[src/rtl/fifo_pkg.sv]
// Shared constants and types for the async_fifo read-side drain stage.
package fifo_pkg;
    localparam int D_WIDTH_DEF = 8;
    localparam int BUF_DEPTH   = 2;
    localparam int OCC_W       = 2;

    typedef logic [D_WIDTH_DEF-1:0] word_t;
endpackage

[src/rtl/async_fifo_rd_drain_skid_buf2.sv]
// Two-entry in-order skid buffer: head feeds the output, tail absorbs one extra word.
// Push and pop may occur in the same cycle; order is always preserved.
module skid_buf2
    import fifo_pkg::*;
#(
    parameter int W = D_WIDTH_DEF
) (
    input  logic             clk,
    input  logic             reset,
    input  logic             push,
    input  logic [W-1:0]     push_data,
    input  logic             pop,
    output logic [OCC_W-1:0] occ,
    output logic [W-1:0]     head,
    output logic             valid
);
    logic [OCC_W-1:0] occ_q, occ_d;
    logic [W-1:0]     head_q, head_d;
    logic [W-1:0]     tail_q, tail_d;
    logic             xfer;
    logic [OCC_W-1:0] post_occ;

    assign xfer     = pop && (occ_q != '0);
    assign post_occ = occ_q - OCC_W'(xfer);

    always_comb begin
        head_d = head_q;
        tail_d = tail_q;
        // A full buffer that loses its head promotes the tail.
        if (xfer && (occ_q == OCC_W'(BUF_DEPTH))) begin
            head_d = tail_q;
        end
        if (push) begin
            if (post_occ == '0) begin
                head_d = push_data;
            end else begin
                tail_d = push_data;
            end
        end
        occ_d = post_occ + OCC_W'(push);
    end

    always_ff @(posedge clk) begin
        if (reset) begin
            occ_q  <= '0;
            head_q <= '0;
            tail_q <= '0;
        end else begin
            occ_q  <= occ_d;
            head_q <= head_d;
            tail_q <= tail_d;
        end
    end

    assign occ   = occ_q;
    assign head  = head_q;
    assign valid = (occ_q != '0);
endmodule

[src/rtl/async_fifo_rd_drain.sv]
// Pops async_fifo, absorbs its 1-cycle read latency and presents a valid/ready stream.
// Optional RD_DRAIN_CNT_EN adds a 16-bit wrapping count of output transfers (rd_count).
module async_fifo_rd_drain
    import fifo_pkg::*;
#(
    parameter int D_WIDTH   = D_WIDTH_DEF,
    parameter int BUF_DEPTH = fifo_pkg::BUF_DEPTH
) (
    input  logic               rclk,
    input  logic               reset,
    input  logic               drain_en,
    input  logic               fifo_empty,
    input  logic [D_WIDTH-1:0] fifo_rd_data,
    output logic               fifo_r_en,
    output logic               out_valid,
    output logic [D_WIDTH-1:0] out_data,
    input  logic               out_ready,
    output logic               busy
`ifdef RD_DRAIN_CNT_EN
    ,
    output logic [15:0]        rd_count
`endif
);
    logic             inflight_q, inflight_d;
    logic [OCC_W-1:0] occ;
    logic             xfer;
    logic [2:0]       committed;

    assign xfer = out_valid && out_ready;

    // Words held plus the one landing, minus the one leaving: must stay below capacity.
    assign committed = {1'b0, occ} + {2'b0, inflight_q} - {2'b0, xfer};

    always_comb begin
        fifo_r_en  = drain_en && !fifo_empty && !reset && (committed < 3'(BUF_DEPTH));
        inflight_d = fifo_r_en;
    end

    always_ff @(posedge rclk) begin
        if (reset) begin
            inflight_q <= 1'b0;
        end else begin
            inflight_q <= inflight_d;
        end
    end

    skid_buf2 #(
        .W(D_WIDTH)
    ) u_buf (
        .clk       (rclk),
        .reset     (reset),
        .push      (inflight_q),
        .push_data (fifo_rd_data),
        .pop       (out_ready),
        .occ       (occ),
        .head      (out_data),
        .valid     (out_valid)
    );

    assign busy = inflight_q || (occ != '0);

`ifdef RD_DRAIN_CNT_EN
    logic [15:0] rd_count_q, rd_count_d;

    always_comb begin
        rd_count_d = rd_count_q;
        if (xfer) begin
            rd_count_d = rd_count_q + 16'd1;
        end
    end

    always_ff @(posedge rclk) begin
        if (reset) begin
            rd_count_q <= '0;
        end else begin
            rd_count_q <= rd_count_d;
        end
    end

    assign rd_count = rd_count_q;
`endif
endmodule

[config.mk]
export PLATFORM = sky130hd
export DESIGN_NAME = async_fifo_rd_drain
export DESIGN_NICKNAME = d
export VERILOG_FILES = /design/src/rtl/fifo_pkg.sv /design/src/rtl/async_fifo_rd_drain_skid_buf2.sv /design/src/rtl/async_fifo_rd_drain.sv
export SDC_FILE = /design/constraint.sdc
export NUM_CORES = 1
export LEC_CHECK = 0
export CORE_MARGIN = 5
export CORE_UTILIZATION = 53
export CTS_BUF_LIST = sky130_fd_sc_hd__clkbuf_4
export DETAILED_ROUTE_END_ITERATION = 10
export GPL_ROUTABILITY_DRIVEN = 0
export HOLD_SLACK_MARGIN = 0.12
export PLACE_DENSITY_LB_ADDON = 0.12
export SLEW_MARGIN = 0
export SYNTH_ARGS = -nofsm -noshare
export SYNTH_HDL_FRONTEND = slang
export SYNTH_SLANG_ARGS = --single-unit
export TNS_END_PERCENT = 5
[constraint.sdc]
create_clock -name rclk -period 4.35 [get_ports rclk]
set_input_delay 0.87 -clock rclk [delete_from_list [all_inputs] [get_ports rclk]]
set_output_delay 0.87 -clock rclk [all_outputs]
set_load 0.03 [all_outputs]
==> impl_metrics.toml <==
[yosys]
synthMuxAreaShare_pct = 8.68
synth_enable_flop_cells = 0
synth.cells.most_frequent = "nand2_1 (33), dfxtp_1 (19), a31oi_1 (8), mux2i_1 (8), o41ai_1 (8)"
synth_compound_area_share_pct = 14.0
synth.cell_area_sq_um = 922
synth_async_sr_flop_share_pct = 0
syn_area_per_cell_sq_um = 8.87
synth-seq-area-share_pct = 41.2
postSynthNetCount = 120
synth_top_family_by_area = "simple AND/OR/NAND/NOR gates"
yosys.area_share.simple_pct = 22.5
synth_ff_type = "dfxtp_1"
synthMostInstantiatedCell = "nand2_1"
synth.top_cell.area_share_pct = 41.2
yosys_register_bits = 19
synth_cells = 104
post_synth_fa_ha_maj_area_fraction_pct = 4.88
yosysUniqueCellTypes = 24
yosysWarningCount = 0
yosysTopAreaCell = "dfxtp_1"
synth_top_cells_by_area = "dfxtp_1 (41%), nand2_1 (13%), mux2i_1 (8.7%)"
synth_xor_area_share_pct = 0.950

[grt]
initial_antenna_violation_count = 0
first_pass_grt_wire_length_microns = 3310
via_count_of_the_first_global_routing_pass = 733
global_route.usage.total_pct = 16.5
globalRoute.totalOverflow = 0
largest_net_degree_at_the_start_of_global_routing = 25

[cts]
cts.hold.buffers_added = 0
clkLatencyLatePin_ns = 0.30
cts.clk_slew.worst_paths_ns = 0.11
post_cts_buffers = 0
cts_buffer_depth = 2
cts_buffer_count = 3
clock_tree_from_tritoncts = "built"
htree_num_levels = 1
clock_sinks = 19
count_of_cells_resized_by_post_cts_repair = 0
root_buffer = "clkbuf_4"

[timing]
slew_headroom_pct = 54.3
finalSetupViolCount = 0
final.setup_skew_ns = 0.000655
min_period_ns = 4.02
fin_tns_setup_ns = 0
actual_slew_at_the_worst_max_slew_pin_ns = 0.685
drv_slew = 0
setup_repair_after_global_routing_missed_its_margin = "false"
max_freq_mhz = 249
setup_ws_ns = 0.327
final-hold-violation-count = 0
layout_worst_path_cycle_share_pct = 92.5

[detailed_routing]
routed-via-count = 791
routedWlPerCell_microns = 14.2
routed_wl_microns = 1990
dr.first_iter.drc_count = 15
firstDrtPassIters = 4
post-route-drc-count = 0
viasPerCell = 5.65
antenna_left = 0

[floorplanning]
placeableCoreArea_sq_um = 1690
floorplan.initialDensity_pct = 54.6
std_cell_rows = 15
die_h_microns = 51.7
die_w_microns = 51.7
ios = 24
dieArea_sq_um = 2670

[power_and_ir_drop]
total_power_uw = 331
power.ir.vdd_worst_uv = 211
total_leakage_power_nw = 0.435
power.density_nw_per_um2 = 290

[finish]
layout-area-overhead-vs-synth_pct = 24.2
stdcell_area_sq_um = 1140
final_layout_size_suffix_gt1_share_pct = 8.13
n_antenna_cell = 0
fin_cells = 140
final_net_count = 140
final.fill_count = 141

[placement]
placed_area_sq_um = 1120
buffer_ports.inserted = 23
pre_cts_setup_slack_ns = 0.327
placed_cells_incl_taps = 136
place_hpwl_microns = 1460

[worst_setup_path]
critPathArrivalTime_ns = 3.15
cp.buffers_inverters = 4
timing.critical_path.cells = "clkdlybuf4s50_1 -> nand3b_4 -> inv_4 -> or2_1 -> ha_1 -> inv_1 -> fa_1 -> nand2_1 -> nor4_1 -> buf_4"
critical_path_maximum_fanout = 20
endpoint_kind = "output port"
top_cell_family_by_delay_on_the_critical_path = "buffers and inverters"
critPathRequiredTime_ns = 3.48
startpoint_type = "primary input"
max_stage_delay_ns = 0.52
timing.setup.critical_path_class = "primary input to output port"
cpMaxStageDelayCell = "clkdlybuf4s50_1"

[worst_hold_path]
min-delay-path-class = "flip-flop to flip-flop"

[flow_run]
max_cap_viol_count = 0

[outcome]
outcome = "complete, no violations"
-- path summary, 6_finish.rpt --
check	from	to	slack, ns	cells past startpoint
setup / recovery	out_ready	fifo_r_en	0.33	10
hold / removal	u_buf.tail_q[6]	u_buf.tail_q[6]	0.46	2
setup reg to reg	u_buf.occ[1]	u_buf.head[2]	2.22	5
hold reg to reg	u_buf.tail_q[6]	u_buf.tail_q[6]	0.46	2
-- metrics by stage --
stage,utilization [%],hold slack [ns]
after global placement,66.1,0.445
after CTS,67.8,0.468
final,67.8,0.464
after global routing,67.8,0.494
after floorplan,-,0.435
after detailed placement,66.1,0.447
-- worst register-to-register path: cells and delay by family, from the launching register on --
family                     cells  cell delay [ns]
and+or+nand+nor                3             1.02
DFF                            1             0.50
adders and majority gates      1             0.33
AOI/OAI and AO/OA              1             0.20
-- power by group --
part	leakage, nW	switching [mW]	internal, mW	total [mW]
registers	0.154	0.00358	0.180	0.183
logic	0.263	0.0309	0.0280	0.0590
clock network	0.0177	0.0551	0.0343	0.0894
-- kinds of logic after synthesis --
kind of cell             Yosys count
adder cells (fa/ha/maj)            3
buffers and inverters             12
AO/OA/AOI/OAI                     17
flip-flops                        19
AND/OR/NAND/NOR                   44
XOR/XNOR                           1
multiplexers                       8
-- state kept, by name (all words and copies together), names as in the netlist --
name / cells
u_buf.head: 8
u_buf.tail_q: 8
u_buf.occ: 2
inflight_q: 1
-- final cells by class --
| class | instances | area [sq um] | share of cell area [%] |
|---|---|---|---|
| Timing Repair Buffer | 23 | 228 | 19.9 |
| Sequential cell | 19 | 380 | 33.2 |
| Inverter | 4 | 17.5 | 1.53 |
| Multi-Input combinational cell | 73 | 470 | 41.1 |
| Tap cell | 17 | 21.3 | 1.86 |
| Clock buffer | 3 | 22.5 | 1.97 |
| Clock inverter | 1 | 5.00 | 0.437 |
-- layout by cell type (no fill, tap or decap), drive strengths merged, types with 3 or more instances in the layout --
cell type,count
clkdlybuf4s50,22
clkbuf,3
dfxtp,19
inv,4
mux2i,8
o41ai,8
nand2,33
a31oi,8
-- metal layers --
metal  track usage [%]  share of wire, %
met3              3.44               5.2
met5                 0                 0
met2              26.1                48
met1              21.3                45
met4              7.86               1.2
Note: power is estimated with default switching activity, not from simulation.
